File: src/rtl/regfile_sched_pkg.sv
// regfile_sched_pkg: shared types and helpers for the register-file write-port scheduler.
// Rev 1.0
`default_nettype none

package regfile_sched_pkg;

  localparam int REG_AW = 5;

  typedef struct packed {
    logic [REG_AW-1:0] dst;
    logic              double;
    logic [31:0]       data0;
    logic [31:0]       data1;
  } wb_entry_t;

  // Partner register of a pair; 31 wraps to 0.
  function automatic logic [REG_AW-1:0] pair(input logic [REG_AW-1:0] addr);
    return REG_AW'(addr + 1);
  endfunction

endpackage

`default_nettype wire

File: src/rtl/wb_fifo.sv
// wb_fifo: DEPTH-entry FIFO of long-unit writeback results (DEPTH a power of two).
// Rev 1.0
`default_nettype none

module wb_fifo
  import regfile_sched_pkg::*;
#(
  parameter int DEPTH = 2
) (
  input  logic                         clk,
  input  logic                         rst_n,
  input  logic                         push,
  input  wb_entry_t                    din,
  input  logic                         pop,
  output wb_entry_t                    head,
  output logic                         full,
  output logic                         empty,
  output logic [$clog2(DEPTH+1)-1:0]   count
);

  localparam int PW = $clog2(DEPTH);
  localparam int CW = $clog2(DEPTH + 1);

  wb_entry_t       r_mem [DEPTH];
  logic [PW-1:0]   r_wr_ptr;
  logic [PW-1:0]   r_rd_ptr;
  logic            w_do_push;
  logic            w_do_pop;

  assign full      = (count == CW'(DEPTH));
  assign empty     = (count == '0);
  assign w_do_push = push && !full;
  assign w_do_pop  = pop && !empty;
  assign head      = r_mem[r_rd_ptr];

  always_ff @(posedge clk) begin
    if (w_do_push) r_mem[r_wr_ptr] <= din;
  end

  // Pointers are exactly log2(DEPTH) wide, so increment wraps modulo DEPTH.
  always_ff @(posedge clk) begin
    if (!rst_n) begin
      r_wr_ptr <= '0;
      r_rd_ptr <= '0;
      count    <= '0;
    end else begin
      if (w_do_push) r_wr_ptr <= r_wr_ptr + PW'(1);
      if (w_do_pop)  r_rd_ptr <= r_rd_ptr + PW'(1);
      case ({w_do_push, w_do_pop})
        2'b10:   count <= count + CW'(1);
        2'b01:   count <= count - CW'(1);
        default: count <= count;
      endcase
    end
  end

endmodule

`default_nettype wire

File: src/rtl/regfile_wb_scheduler.sv
// regfile_wb_scheduler: shares the register-file write port between core writeback and
// buffered long-latency FP results, and stalls the core on FP RAW/WAW hazards. Rev 1.0
`default_nettype none

module regfile_wb_scheduler
  import regfile_sched_pkg::*;
#(
  parameter int DEPTH = 2
) (
  input  logic              clk,
  input  logic              rst_n,
  input  logic              core_wen,
  input  logic              core_fp,
  input  logic              core_double,
  input  logic [REG_AW-1:0] core_waddr,
  input  logic [31:0]       core_wdata0,
  input  logic [31:0]       core_wdata1,
  input  logic [REG_AW-1:0] core_rs,
  input  logic [REG_AW-1:0] core_rt,
  input  logic              core_rs_fp,
  input  logic              core_rt_fp,
  input  logic              core_rd_double,
  input  logic              issue_valid,
  input  logic [REG_AW-1:0] issue_dst,
  input  logic              issue_double,
  input  logic              lu_valid,
  output logic              lu_ready,
  input  logic [REG_AW-1:0] lu_dst,
  input  logic              lu_double,
  input  logic [31:0]       lu_data0,
  input  logic [31:0]       lu_data1,
  output logic              rf_wen,
  output logic              rf_fp,
  output logic              rf_fmt0,
  output logic [REG_AW-1:0] rf_waddr,
  output logic [31:0]       rf_wdata0,
  output logic [31:0]       rf_wdata1,
  output logic              stall,
  output logic [31:0]       busy
);

  localparam int CW = $clog2(DEPTH + 1);

  logic [31:0]   r_busy;
  wb_entry_t     w_head;
  wb_entry_t     w_lu_entry;
  logic          w_full;
  logic          w_empty;
  logic [CW-1:0] w_count;
  logic          w_push;
  logic          w_pop;
  logic          w_core_take;
  logic [31:0]   w_set;
  logic [31:0]   w_clr;

  function automatic logic hazard(input logic [31:0] sb, input logic [REG_AW-1:0] a,
                                  input logic dbl);
    return sb[a] | (dbl & sb[pair(a)]);
  endfunction

  function automatic logic [31:0] reg_mask(input logic [REG_AW-1:0] a, input logic dbl);
    logic [31:0] m;
    m = 32'd1 << a;
    if (dbl) m = m | (32'd1 << pair(a));
    return m;
  endfunction

  assign w_lu_entry = '{dst: lu_dst, double: lu_double, data0: lu_data0, data1: lu_data1};
  assign lu_ready   = rst_n && !w_full;
  assign w_push     = lu_valid && lu_ready;
  assign busy       = r_busy;

  wb_fifo #(.DEPTH(DEPTH)) u_fifo (
    .clk   (clk),
    .rst_n (rst_n),
    .push  (w_push),
    .din   (w_lu_entry),
    .pop   (w_pop),
    .head  (w_head),
    .full  (w_full),
    .empty (w_empty),
    .count (w_count)
  );

  // A full FIFO with a pending core write stalls the core so the head can drain.
  always_comb begin
    stall = rst_n && (
              (core_rs_fp && hazard(r_busy, core_rs, core_rd_double)) ||
              (core_rt_fp && hazard(r_busy, core_rt, core_rd_double)) ||
              (core_wen && core_fp && hazard(r_busy, core_waddr, core_double)) ||
              (issue_valid && hazard(r_busy, issue_dst, issue_double)) ||
              (core_wen && (w_count == CW'(DEPTH))));
    w_core_take = rst_n && core_wen && !stall;
    w_pop       = rst_n && !w_core_take && !w_empty;
  end

  always_comb begin
    rf_wen    = 1'b0;
    rf_fp     = 1'b0;
    rf_fmt0   = 1'b0;
    rf_waddr  = '0;
    rf_wdata0 = '0;
    rf_wdata1 = '0;
    if (w_core_take) begin
      rf_wen    = 1'b1;
      rf_fp     = core_fp;
      rf_fmt0   = core_double;
      rf_waddr  = core_waddr;
      rf_wdata0 = core_wdata0;
      rf_wdata1 = core_wdata1;
    end else if (w_pop) begin
      rf_wen    = 1'b1;
      rf_fp     = 1'b1;
      rf_fmt0   = w_head.double;
      rf_waddr  = w_head.dst;
      rf_wdata0 = w_head.data0;
      rf_wdata1 = w_head.data1;
    end
  end

  // Set is applied after clear so a same-cycle issue keeps the bit busy.
  assign w_set = (issue_valid && !stall) ? reg_mask(issue_dst, issue_double) : '0;
  assign w_clr = w_pop ? reg_mask(w_head.dst, w_head.double) : '0;

  always_ff @(posedge clk) begin
    if (!rst_n) r_busy <= '0;
    else        r_busy <= (r_busy & ~w_clr) | w_set;
  end

endmodule

`default_nettype wire

File: config.mk
export PLATFORM = sky130hd
export DESIGN_NAME = regfile_wb_scheduler
export DESIGN_NICKNAME = d
export VERILOG_FILES = /design/src/rtl/regfile_sched_pkg.sv /design/src/rtl/wb_fifo.sv /design/src/rtl/regfile_wb_scheduler.sv
export SDC_FILE = /design/constraint.sdc
export NUM_CORES = 1
export LEC_CHECK = 0
export ABC_AREA = 1
export BUFFER_PORTS_ARGS = -buffer_cell sky130_fd_sc_hd__buf_4
export CORE_ASPECT_RATIO = 0.5
export CORE_MARGIN = 2
export CORE_UTILIZATION = 30
export CTS_BUF_LIST = sky130_fd_sc_hd__clkbuf_4 sky130_fd_sc_hd__clkbuf_8 sky130_fd_sc_hd__clkbuf_16
export CTS_CLUSTER_SIZE = 14
export DETAILED_ROUTE_END_ITERATION = 12
export HOLD_SLACK_MARGIN = 0.02
export SLEW_MARGIN = 30
export SYNTH_ARGS = -nofsm -noshare
export SYNTH_HDL_FRONTEND = slang
export SYNTH_SLANG_ARGS = --single-unit
File: constraint.sdc
create_clock -name clk -period 8.7 [get_ports clk]
set_clock_uncertainty 0.1 [all_clocks]
set_input_delay 0.87 -clock clk [delete_from_list [all_inputs] [get_ports clk]]
set_output_delay 0.87 -clock clk [all_outputs]
set_load 0.02 [all_outputs]
* After elaboration in Yosys (flattened, before gate mapping) *
Memory sizes are Yosys's and may differ from the RTL's. A register that Yosys moved wholly into a read port is not among the register bits.
Cells that the tools add are included.

operators by class
  mux-type cells = 36
  bitwise logic cells = 13
  $mul = 0
  magnitude comparators = 8
  reductions and logical operators = 26
  equality and inequality tests = 3
  add/sub/neg operators = 9
  divide/modulo/power cells = 0
  shifts and indexed selects = 4

operators by type and width
  cell                  number
  $mux 32               8
  $shl 1x5->32 const A  4
  $or 32x32->32         3
  $lt 5x6->1 const B    8
  $bmux 1 s5            8
  $and 32x32->32        1
  $not 32->32           1
  $add 5x1->5 const B   5
  $mux 1                17
  $logic_and 1x1->1     16
  $mux 5                2
  $and 1x1->1           4
  $eq 2x2->1 const B    2
  $logic_not 1->1       4
  $logic_or 1x1->1      4
  $or 1x1->1            4
  $pmux 2 s2            1
  $add 1x1->1 const B   2
  $add 2x1->2 const B   1
  $eq 2x1->1 const B    1
  $logic_not 2->1       1
  $reduce_bool 2->1     1
  $sub 2x1->2 const B   1

word-level totals
  bits in latches = 0
  bits in writable memories = 140
  output and inout bits = 106
  flip-flop bits (word level) = 36
  word-level logic and storage cells = 104
  memories = 1
  ROM bits = 0
  input bits = 165

memories
  name          depth  bits a word  read ports  clocked after Yosys merged registers in  write ports  line           RTL
  u_fifo.r_mem  2      70           1           1                                        1            wb_fifo.sv:24  wb_entry_t r_mem [DEPTH];

* Logic depth before layout (Yosys ltp) *
  depth after elaboration = 20
  gate-level depth with buffers = 24
  depth with buffers taken out = 20

* Modules after synthesis *
From an unflattened synthesis, not the netlist that was laid out.

unflattened totals
  cells, all modules = 1500
  area total of the unflattened synthesis = 12051.6 um^2

by module, submodules not included
  module                cells each  seq. area each (um^2)  area each (um^2)  instances
  regfile_wb_scheduler  1242        640.6                  6396.1            1
  wb_fifo               258         4304.1                 5655.4            1

* Worst setup path after synthesis *
No wires, ideal clock.

  kind = input to register
  start = input port rst_n
  end = memory u_fifo.r_mem[0][0] (netlist bit), enable pin
  library setup time = 499 ps
  arrival time = 4567 ps
  path buffers = 0
  cell stages on the path = 4
  setup slack = 3534 ps
  required time = 8101 ps
  path through = clkinv_1 a21oi_1 nand2_1 nor2_1

on the way
  longest elaborated chain between the ends = 5

ends and longest elaborated chain
  item                          line                        RTL
  start: declaration            regfile_wb_scheduler.sv:11  input logic rst_n,
  $logic_and 1x1->1             regfile_wb_scheduler.sv:69  assign lu_ready = rst_n && !w_full;
  net lu_ready                  regfile_wb_scheduler.sv:27  output logic lu_ready,
  $logic_and 1x1->1             regfile_wb_scheduler.sv:70  assign w_push = lu_valid && lu_ready;
  $logic_and 1x1->1             wb_fifo.sv:32               assign w_do_push = push && !full;
  $mux 1                        wb_fifo.sv:37               if (w_do_push) r_mem[r_wr_ptr] <= din;
  $mux 1 (not written as such)  wb_fifo.sv:37
  end: declaration              wb_fifo.sv:24

The timed path passes the listed nets, and every way through them passes these cells.

* Final worst setup path *
  start = input port issue_dst[0]
  end = output port rf_wdata0[14]

on the way
  longest elaborated chain between the ends = 16
  elaborated cells between the ends (all ways) = 18
  classes of those cells = 1 x add/sub; 6 x mux; 2 x bitwise; 9 x reduce/logical

ends and longest elaborated chain
  item                             line                         RTL
  start: declaration               regfile_wb_scheduler.sv:24   input logic [REG_AW-1:0] issue_dst,
  $add 5x1->5                      regfile_sched_pkg.sv:18      return REG_AW'(addr + 1);
  $bmux 1 s5                       regfile_wb_scheduler.sv:58   return sb[a] | (dbl & sb[pair(a)]);
  $mux 1 (not written as such)     regfile_wb_scheduler.sv:58
  $and 1x1->1                      regfile_wb_scheduler.sv:58
  $or 1x1->1 (*)                   regfile_wb_scheduler.sv:58
  $logic_and 1x1->1 (*)            regfile_wb_scheduler.sv:91   (issue_valid && hazard(r_busy, issue_dst, issue_double)) ||
  $logic_or 1x1->1 (*)             regfile_wb_scheduler.sv:90   (core_wen && core_fp && hazard(r_busy, core_waddr, core_double)) ||
  $logic_or 1x1->1 (*)             regfile_wb_scheduler.sv:91
  $logic_and 1x1->1 (*)            regfile_wb_scheduler.sv:87   stall = rst_n && (
  $logic_not 1->1 (*)              regfile_wb_scheduler.sv:93   w_core_take = rst_n && core_wen && !stall;
  $logic_and 1x1->1 (*)            regfile_wb_scheduler.sv:93
  $logic_not 1->1                  regfile_wb_scheduler.sv:94   w_pop = rst_n && !w_core_take && !w_empty;
  $logic_and 1x1->1 (2 in series)  regfile_wb_scheduler.sv:94
  $mux 32                          regfile_wb_scheduler.sv:111  end else if (w_pop) begin
  $mux 32 (*)                      regfile_wb_scheduler.sv:104  if (w_core_take) begin
  end: declaration                 regfile_wb_scheduler.sv:36   output logic [31:0] rf_wdata0,

Mark *: on every way between the ends. The rest lies on a longest branch, timed or not. The select of a mux whose other input is x is not followed.

==> run summary <==
status: finished clean
drt drc: 0
fin nets: 1860
RR Startpoint: busy[5]
synth warn: 0
post-route setup slack: 2.91 ns
xor-xnor portion of the synthesized cell area: 1.13%
DR WL/cell: 17.9 um
CTS Root Cell: clkbuf_16
Worst EP required: 7.73 ns
total track usage: 19.3%
FF-to-FF path depth: 18
WS Path Type: input port to primary output
post-CTS setup buffers: 0
Worst path most repeated cell: nand2_1
layout cells sized above 1: 23.7%
Period Utilization, post-route: 66.6%
crit path launch type: input port
leading area contributor after synthesis: edfxtp_1
global-route wire length before repair: 59.8 mm
MaxCap Viol Count: 0
Unique masters post-synth: 31
Skew-Pair Late Insertion Delay: 0.45 ns
Synth Area in Adders: 1.40%
critical path endpoint category: primary output
Initial Utilization: 30.7%
CTS H-tree depth: 4
setup TNS: 0 ns
Max Slew Vio Count: 0
CTS Hold Bufs: 0
min Tclk post-route: 5.79 ns
Gate Count Post-Synth: 1495
sequential area share after synthesis: 42.6%
Post-Route WL: 39.6 mm
flop2flop setup slack: 4.58 ns
post-synthesis compound-gate area fraction: 9.85%
post-layout total power: 2430 uW
Worst Setup EP: rf_wdata0[14]
total global routing overflow: 0
WP depth: 19
Syn Nets: 1673
Worst setup startpoint: issue_dst[0]
commonest non-fill, non-tap cells in the layout: nand2_1, nand3_1, buf_4
Pwr Density: 169 mW/mm^2
vias in the first global route: 10400
post-synth top area share: 36.2%
largest family of logic cells by synthesized area: simple AND/OR/NAND/NOR gates
TritonRoute pass-1 iters: 6
PortBufs: 270
clock slew at reported path FFs: 0.06 ns
Avg Synthesized Cell Area: 7.76 sq um
Die Y: 143 um
hold crit path type: flop to flop
area grow syn2layout: 23.7%
worst slew pin tran: 0.906 ns
clk sink count: 177
largest net degree at the start of global routing: 68
cts repair resizes: 0
Max-slew headroom: 39.6%
CORE AREA: 0.0377 sq mm
simple-gate share of the synthesized area: 30.9%
crit path DAT: 4.82 ns
DR vias/cell: 5.15
HP Start: u_fifo.r_rd_ptr
row cnt: 50
Peak VDD IR: 106 uV
final setup fails: 0
initial antenna violation count: 0
CTS Buf Count: 17
gp weighted congestion: 0.963
Antenna diodes: 0
Area contributors post-synth: edfxtp_1, nand3_1, nand2_1
Placed Area: 0.0138 sq mm
pre-CTS setup slack: 2.95 ns
Lkg Pwr: 0.00585 uW
ANT nets after route: 0
number of I/O pins: 271
post-route cell area: 0.0144 sq mm
die outline width: 282 um
critical path's top delay family: simple AND/OR/NAND/NOR gates
clk buf depth: 2
Core Util, Final: 38.0%
Seq cells post-synth: 177
fmax: 0.173 GHz
mux contribution to synthesized area: 6.31%
critical-path cell list: buf_4 > ha_1 > ha_1 > inv_1 > nand3_1 > nand3_1 > nand2_1 > nand2_1 > nand3_1 > nand2_1 > nand2_1 > nor2_2 > nand3_2 > nand2_4 > inv_2 > buf_4 > nand2_1 > nand2_1 > buf_4
CP max stage cell: ha_1
Post-Syn Area: 0.0116 sq mm
CTS tree: built
Hold Fails Final Rpt: 0
First DRT Iteration DRCs: 1212
RSZ-0062 raised after global routing: no
worst-path fanout max: 67
DR vias: 11400
reg2reg end: u_fifo.count[1]
Final HPWL DP: 27.5 mm
WP buf/inv: 5
die area: 0.0404 sq mm
most common cell after layout, fill and taps aside: nand2_1
Critical Path Max Stage Delay: 0.55 ns
[worst min path at each step]
| stage | endpoint | slack (ns) | cells past startpoint |
|---|---|---|---|
| 2_1_floorplan | flop | 0.34 | 1 |
| 3_3_place_gp | u_fifo.r_rd_ptr | 0.36 | 1 |
| 5_1_grt | flop | 0.39 | 1 |
| 4_1_cts | flop | 0.37 | 1 |
| 6_report | flop | 0.37 | 1 |
| 3_5_place_dp | u_fifo.r_rd_ptr | 0.37 | 1 |
[cell usage after synthesis, drive strengths merged]
cell type	count
edfxtp	140
xnor2	3
o22ai	5
a21oi	78
o21ai	117
nor4	1
nand4	22
ha	13
o21a	1
nor3	1
dfxtp	37
mux2	65
clkinv	4
inv	84
xor2	12
o211ai	16
clkbuf	51
nand2	395
buf	60
nor2	18
nand3	372
[cell families (layout without fill, tap and decap cells)]
group                    Yosys count  after routing
AND/OR/NAND/NOR                  809            809
AO/OA/AOI/OAI                    217            217
buffers and inverters            199            399
flip-flops                       177            177
multiplexers                      65             65
XOR/XNOR                          15             15
adder cells (fa/ha/maj)           13             13
[through the flow]
step	instances	hold WS (ns)
floorplan	1495	0.341
global placement	2182	0.362
detailed placement	2183	0.368
CTS	2215	0.372
global route	2215	0.391
finish	2215	0.375
[state kept, by name (all words and copies together), names as in the netlist, named ones only]
name	cells
u_fifo.count	2
u_fifo.r_mem	140
u_fifo.r_wr_ptr	1
u_fifo.r_rd_ptr	1
busy	32
[area by class of cell]
class / count / area (sq um)
Timing Repair Buffer: 279 / 2110
Multi-Input combinational cell: 1119 / 5780
Sequential cell: 177 / 4950
Tap cell: 520 / 651
Inverter: 88 / 330
Clock buffer: 19 / 440
Clock inverter: 13 / 87.6
Fill cell: 4024 / 23400
[where the power goes]
part / switching (uW) / internal, uW
logic: 473 / 279
registers: 21.7 / 953
clock network: 331 / 370
total: 826 / 1600
[layer usage]
layer	share of wire, %	track usage, %	up-vias
li1	-	-	5580
met1	42	24.4	5346
met2	49	32.4	385
met3	5.8	3.27	88
met4	3.7	8.45	0
met5	0	0	-
(Power assumes the default switching activity.)
